<file path="config.mk">
export PLATFORM = sky130hd
export DESIGN_NAME = fsm_dump_ram
export DESIGN_NICKNAME = d
export VERILOG_FILES = /design/src/rtl/cpu_fsm_pkg.sv /design/src/rtl/fsm_dump_ram.sv
export SDC_FILE = /design/constraint.sdc
export NUM_CORES = 1
export LEC_CHECK = 0
export BUFFER_PORTS_ARGS = -buffer_cell sky130_fd_sc_hd__buf_2
export CAP_MARGIN = 20
export CORE_MARGIN = 2
export CORE_UTILIZATION = 25
export DETAILED_ROUTE_END_ITERATION = 8
export PLACE_DENSITY = 0.43
export REMOVE_ABC_BUFFERS = 1
export SETUP_SLACK_MARGIN = 0.05
export SYNTH_ARGS = -nofsm -noshare
export SYNTH_HDL_FRONTEND = slang
export SYNTH_SLANG_ARGS = --single-unit
</file>
<file path="constraint.sdc">
create_clock -name step_clk -period 2 [get_ports step_clk]
set_input_delay 0.1 -clock step_clk [delete_from_list [all_inputs] [get_ports step_clk]]
set_output_delay 0.1 -clock step_clk [all_outputs]
set_load 0.05 [all_outputs]
</file>
<file path="src/rtl/cpu_fsm_pkg.sv">
// Shared types for the CPU front-panel sequencers (RAM dump and RAM load):
// state encodings, default bus widths and small state-decode helpers.
package cpu_fsm_pkg;

   localparam int DEF_DW = 8;
   localparam int DEF_AW = 8;

   typedef enum logic [2:0] {
      IDLE     = 3'd0,
      SET_ADDR = 3'd1,
      READ_RAM = 3'd2,
      PRESENT  = 3'd3,
      DONE     = 3'd4
   } dump_state_e;

   // A sequencer owns the RAM bus from address set until the word is handed off.
   function automatic logic is_busy(input dump_state_e s);
      return (s == SET_ADDR) || (s == READ_RAM) || (s == PRESENT);
   endfunction

endpackage

</file>
<file path="src/rtl/fsm_dump_ram.sv">
// Steps through count RAM words, one address-set / read / present cycle per
// word, and hands each word to a consumer with a valid/ready handshake.
module fsm_dump_ram
   import cpu_fsm_pkg::*;
#(
   parameter int DW = DEF_DW,
   parameter int AW = DEF_AW
) (
   input  logic          step_clk,
   input  logic          reset_n,
   input  logic          clk_e,
   input  logic          clk_s,
   input  logic          start,
   input  logic [AW-1:0] count,
   input  logic [DW-1:0] bus_in,
   input  logic          dump_ready,
   output logic          dumping,
   output logic          set_address,
   output logic          enable_ram,
   output logic [AW-1:0] address,
   output logic [DW-1:0] dump_data,
   output logic          dump_valid,
   output logic          done
);

   dump_state_e   state_q, state_d;
   logic [AW-1:0] remaining_q, remaining_d;
   logic [AW-1:0] address_q, address_d;
   logic [DW-1:0] dump_data_q, dump_data_d;

   // The RAM is read for the whole READ_RAM step, so the enable phase is not needed.
   logic unused_clk_e;
   assign unused_clk_e = clk_e;

   // NOTE: state registers use non-blocking assignments so every flop samples
   // the pre-edge value of the others; blocking here would create ordering races.
   always_ff @(posedge step_clk or negedge reset_n) begin
      if (!reset_n) begin
         state_q     <= IDLE;
         remaining_q <= '0;
         address_q   <= '0;
         dump_data_q <= '0;
      end else begin
         state_q     <= state_d;
         remaining_q <= remaining_d;
         address_q   <= address_d;
         dump_data_q <= dump_data_d;
      end
   end

   // NOTE: every next-state value is defaulted to hold before the case, so no
   // path through the decode can leave a variable unassigned and infer a latch.
   always_comb begin
      state_d     = state_q;
      remaining_d = remaining_q;
      address_d   = address_q;
      dump_data_d = dump_data_q;

      unique case (state_q)
         IDLE: begin
            if (start) begin
               remaining_d = count;
               address_d   = '0;
               state_d     = (count == '0) ? DONE : SET_ADDR;
            end
         end

         SET_ADDR: begin
            state_d = READ_RAM;
         end

         READ_RAM: begin
            dump_data_d = bus_in;
            state_d     = PRESENT;
         end

         PRESENT: begin
            if (dump_ready) begin
               remaining_d = remaining_q - AW'(1);
               if (remaining_q == AW'(1)) begin
                  // Parking the address at 0 keeps DONE's address output clean.
                  address_d = '0;
                  state_d   = DONE;
               end else begin
                  address_d = address_q + AW'(1);
                  state_d   = SET_ADDR;
               end
            end
         end

         DONE: begin
            if (!start) begin
               state_d = IDLE;
            end
         end

         default: begin
            state_d = IDLE;
         end
      endcase
   end

   assign dumping     = is_busy(state_q);
   assign set_address = (state_q == SET_ADDR) & clk_s;
   assign enable_ram  = (state_q == READ_RAM);
   assign dump_valid  = (state_q == PRESENT);
   assign done        = (state_q == DONE);
   assign address     = address_q;
   assign dump_data   = dump_data_q;

endmodule

</file>
; ---- After elaboration in Yosys (flattened, before gate mapping)
; Cells that the tools add are included.
[word_totals]
register_bits = 27
inputBits = 22
out_inout_bits = 21
word_cells = 35
[classes]
addsub = 2
n_eq_ne = 8
muxes = 13
bitwise_logic = 1
n_reduce_logical = 7
[ops]
columns = op, n
row1 = $mux 8, 5
row2 = $pmux 8 s2, 2
row3 = $mux 3, 5
row4 = $pmux 3 s5, 1
row5 = $add 8x1->8 const B, 1
row6 = $eq 8x1->1 const B, 1
row7 = $logic_not 8->1, 1
row8 = $sub 8x1->8 const B, 1
row9 = $eq 3x2->1 const B, 2
row10 = $ne 2x2->1 const B, 3
row11 = $reduce_and 3->1, 2
row12 = $eq 3x1->1 const B, 1
row13 = $eq 3x3->1 const B, 1
row14 = $logic_not 3->1, 1
row15 = $logic_or 1x1->1, 2
row16 = $reduce_bool 2->1, 1
row17 = $and 1x1->1, 1

; ---- Logic depth before layout (Yosys ltp)
[depth]
word_depth = 4
ltp_mapped = 6
ltp_nobuf = 6

; ---- Worst setup path after synthesis
; OpenSTA, ideal clock, no wires.
[synth_timing]
path_type = register to output
from = reg state_q[2]
to = out set_address
arrival_ps = 2039
t_required_ps = 1900
path_slack_ps = -139
stages_incl_launch_ff = 3
path_buffers = 1
path_cell_list = dfrtp_1 buf_2 nor4bb_1
[synth_between]
elab_chain_cells = 2
[synth_rtl]
columns = element, line
row1 = start: declaration, fsm_dump_ram.sv:26  ; dump_state_e state_q, state_d;
row2 = start signal: assignment, fsm_dump_ram.sv:44  ; state_q <= state_d;
row3 = $eq 3x1->1, fsm_dump_ram.sv:104  ; assign set_address = (state_q == SET_ADDR) & clk_s;
row4 = $and 1x1->1, fsm_dump_ram.sv:104
row5 = end: declaration, fsm_dump_ram.sv:18  ; output logic set_address,
; Every way passes these cells.

; ---- Worst setup path after layout
[layout_timing]
from = reg state_q[0]
to = reg address_q[2], in the netlist address[2]
[layout_between]
elab_chain_cells = 3
word_cells_on_any_way = 7
cone_classes = eq/ne (3) / mux (1) / reduce/logical (3)
[layout_rtl]
columns = element, line
row1 = $eq 3x2->1 or $logic_not 3->1 (tied branches), fsm_dump_ram.sv:59  ; unique case (state_q)
row2 = $ne 2x2->1 (no line) or $reduce_bool 2->1 (tied branches), --
row3 = $reduce_and 3->1 (no line), --
row4 = end signal: assignment, fsm_dump_ram.sv:46  ; address_q <= address_d;
row5 = end: declaration, fsm_dump_ram.sv:28  ; logic [AW-1:0] address_q, address_d;
; Several ways; a longest one is shown, not always the timed one.
; A chain may end at the register's enable or synchronous reset.

==> results.py <==
metrics = {
    "global_routing": {
        "globalRouteTotalUtil_pct": 11.1,
        "grt_max_degree": 28,
        "antenna_found_initial": 0,
        "grt_pass1_wl_mm": 5.58,
        "grt_overflow_total": 0,
        "grt_pass1_vias": 1185,
    },
    "floorplan": {
        "core_um2": 5540,
        "io_pins": 43,
        "die_width_um": 79.9,
        "rows": 27,
        "die_y_um": 79.9,
        "die-area_um2": 6380,
        "initial_utilization_pct": 26.0,
    },
    "critical_path": {
        "cp_max_fo": 9,
        "start_kind": "register",
        "worst_path_largest_cell_delay_ns": 0.49,
        "crit_chain": "or3b_4 -> a21oi_2 -> buf_4 -> a31oi_1",
        "crit_type": "reg -> reg",
        "crit_arrival_ns": 1.91,
        "critPathCaptureType": "register",
        "crit_slowest_cell": "dfrtp_1",
        "cp.required_ns": 2.15,
    },
    "finish": {
        "nets": 212,
        "antenna_cells": 0,
        "fin_util_pct": 32.0,
        "layout-drive-gt1-share_pct": 32.8,
        "area_growth_pct": 22.9,
    },
    "yosys": {
        "synthArstFlopShare_pct": 100,
        "synth_most_common_cell": "dfrtp_1",
        "syn_area_um2": 1440,
        "yosys.cell_types.count": 39,
        "synthMuxAreaShare_pct": 6.26,
        "synth_top_cell_area_share_pct": 46.9,
        "synth_top_family_by_area": "simple AND/OR/NAND/NOR gates",
        "synth-seq-cells": 27,
        "synth_ff_type": "dfrtp_1",
        "synth_compound_area_share_pct": 19.6,
        "synth_area_leaders": "dfrtp_1, mux2_2, a21oi_1",
        "synth-seq-area-share_pct": 46.9,
        "yosys.area_share.simple_pct": 20.0,
        "syn_inst": 143,
        "synth_area_leader_cell": "dfrtp_1",
        "synth_adder_area_share_pct": 2.61,
        "synthTopCellsByCount": "dfrtp_1, a21oi_1, nand2_1",
        "yosys.area_share.xor_xnor_pct": 0,
        "syn-mean-instance-area_um2": 10.1,
        "synth_warnings": 0,
        "synth-edff-count": 0,
    },
    "detailed_routing": {
        "viasPerCell": 4.83,
        "wl_per_cell_um": 13.3,
        "routed-via-count": 1247,
        "drt-pass1-iter-count": 4,
        "wl_mm": 3.43,
        "drtIter0Drc": 55,
        "antenna_left": 0,
        "drc": 0,
    },
    "clock_tree": {
        "cts_max_level": 1,
        "worstSkewPairLatency_ns": 0.28,
        "clk_pin_slew_ns": 0.10,
        "cts_setup_buffers": 0,
        "cts_buffers": 3,
        "clockBufferDepth": 2,
        "cts_tree": "yes",
        "clockRootBuffer": "clkbuf_8",
        "clock_sinks": 27,
    },
    "sta": {
        "tns_ns": 0,
        "fin_crit_ns": 1.76,
        "fin_skew_ns": 0.00602,
        "post-route-period-util_pct": 87.9,
        "drv_slew": 0,
        "rsz0062_at_grt": "no",
        "tightestPinTransition_ns": 0.628,
        "hold_viol": 0,
        "setup_viol": 0,
        "fmax_mhz": 569,
        "max_slew_margin_pct": 58.1,
    },
    "power": {
        "p_int_mw": 1.44,
        "clock_power_share_pct": 10.9,
        "ir_drop_mv": 0.575,
        "finalPower_mw": 2.95,
        "seq_power_share_pct": 32.7,
        "p_switching_mw": 1.51,
        "pwr-share-comb_pct": 56.4,
        "sw_frac_of_total_pct": 51.1,
        "p_per_area_nw_per_um2": 1670,
        "total_leakage_power_nw": 0.810,
    },
    "placed_design": {
        "gp_congestion": 0.785,
        "portBuffers": 41,
        "hpwlAfterDp_mm": 2.51,
    },
    "run_status": {
        "status": "completed",
    },
    "flow_run": {
        "drv_cap": 0,
    },
    "min_path": {
        "worst_hold_path_type": "in -> reg",
    },
}
[power groups by stage]
stage | clock network (mW) | logic [mW] | registers, mW
after floorplan | 0 | 0.849 | 1.35
after global routing | 0.363 | 1.82 | 1.00
after CTS | 0.336 | 1.69 | 0.966
after global placement | 0 | 1.66 | 0.975
after detailed placement | 0 | 1.68 | 0.977
final | 0.322 | 1.67 | 0.964
[registers in the layout, indices dropped and copies added, names as in the netlist]
register     cells
address          8
dump_data        8
remaining_q      8
state_q          3
[stage by stage]
stage | cells | area (µm²) | hold WS, ns | setup WS (ns)
after floorplan | 136 | 1390 | -0.196 | -0.790
after global placement | 253 | 1710 | 0.153 | 0.279
after detailed placement | 253 | 1710 | 0.167 | 0.249
after CTS | 258 | 1770 | 0.0463 | 0.231
after global routing | 258 | 1770 | 0.0425 | 0.0906
final | 258 | 1770 | 0.0521 | 0.243
[what timing repair did]
item                                   4_1_cts  5_1_grt
endpoints found under the hold margin       27        0
hold buffers                                 1        0
gates resized for setup                      0        0
[cell families (layout without fill, tap and decap cells)]
family                   count (synthesis)  after routing
multiplexers                             8              8
AO/OA/AOI/OAI                           46             46
AND/OR/NAND/NOR                         48             48
adder cells (fa/ha/maj)                  3              3
flip-flops                              27             27
buffers and inverters                   11             54
[cell usage in the layout (no fill, tap or decap), types with 2 or more instances in the layout]
cell / n
nand2_1: 12
ha_1: 3
nor4_1: 3
nand3_1: 5
buf_4: 4
o21ai_1: 6
o22ai_1: 2
nor3_1: 3
o2bb2ai_1: 2
nor3b_1: 2
a21oi_1: 14
a31oi_1: 8
dfrtp_1: 27
and2_1: 2
and3_1: 2
nor2_1: 7
buf_2: 41
a41oi_1: 2
inv_1: 4
clkbuf_8: 3
o21ai_0: 4
mux2_2: 8
nand2b_1: 5
[routing by layer]
layer / GRT usage, % / wire length [µm]
met1: 14.6 / 1600
met2: 18.3 / 1550
met3: 1.47 / 222
met4: 4.58 / 61
met5: 0 / 0
[cell type report]
type	count	area (µm²)
Multi-Input combinational cell	105	698
Tap cell	72	90.1
Fill cell	590	3770
Sequential cell	27	676
Clock inverter	1	5.00
Timing Repair Buffer	46	245
Clock buffer	3	41.3
Inverter	4	15.0
[worst paths after layout]
path	from	to	cells after the start	slack, ns
setup / recovery	state_q[0]	address[2]	4	0.24
hold / removal	bus_in[6]	dump_data[6]	2	0.05
setup reg to reg	state_q[0]	address[2]	4	0.24
hold reg to reg	address[7]	address[7]	1	0.49
max in group asynchronous	reset_n	address[2]	2	1.23
min in group asynchronous	reset_n	remaining_q[6]	2	0.37
[worst max-delay path: cells and delay by family (launching register included)]
kind,cells,cell delay [ns]
AOI/OAI and AO/OA,2,0.48
buffers and inverters,1,0.23
DFF,1,0.49
and+or+nand+nor,1,0.43
(Power assumes the default switching activity.)
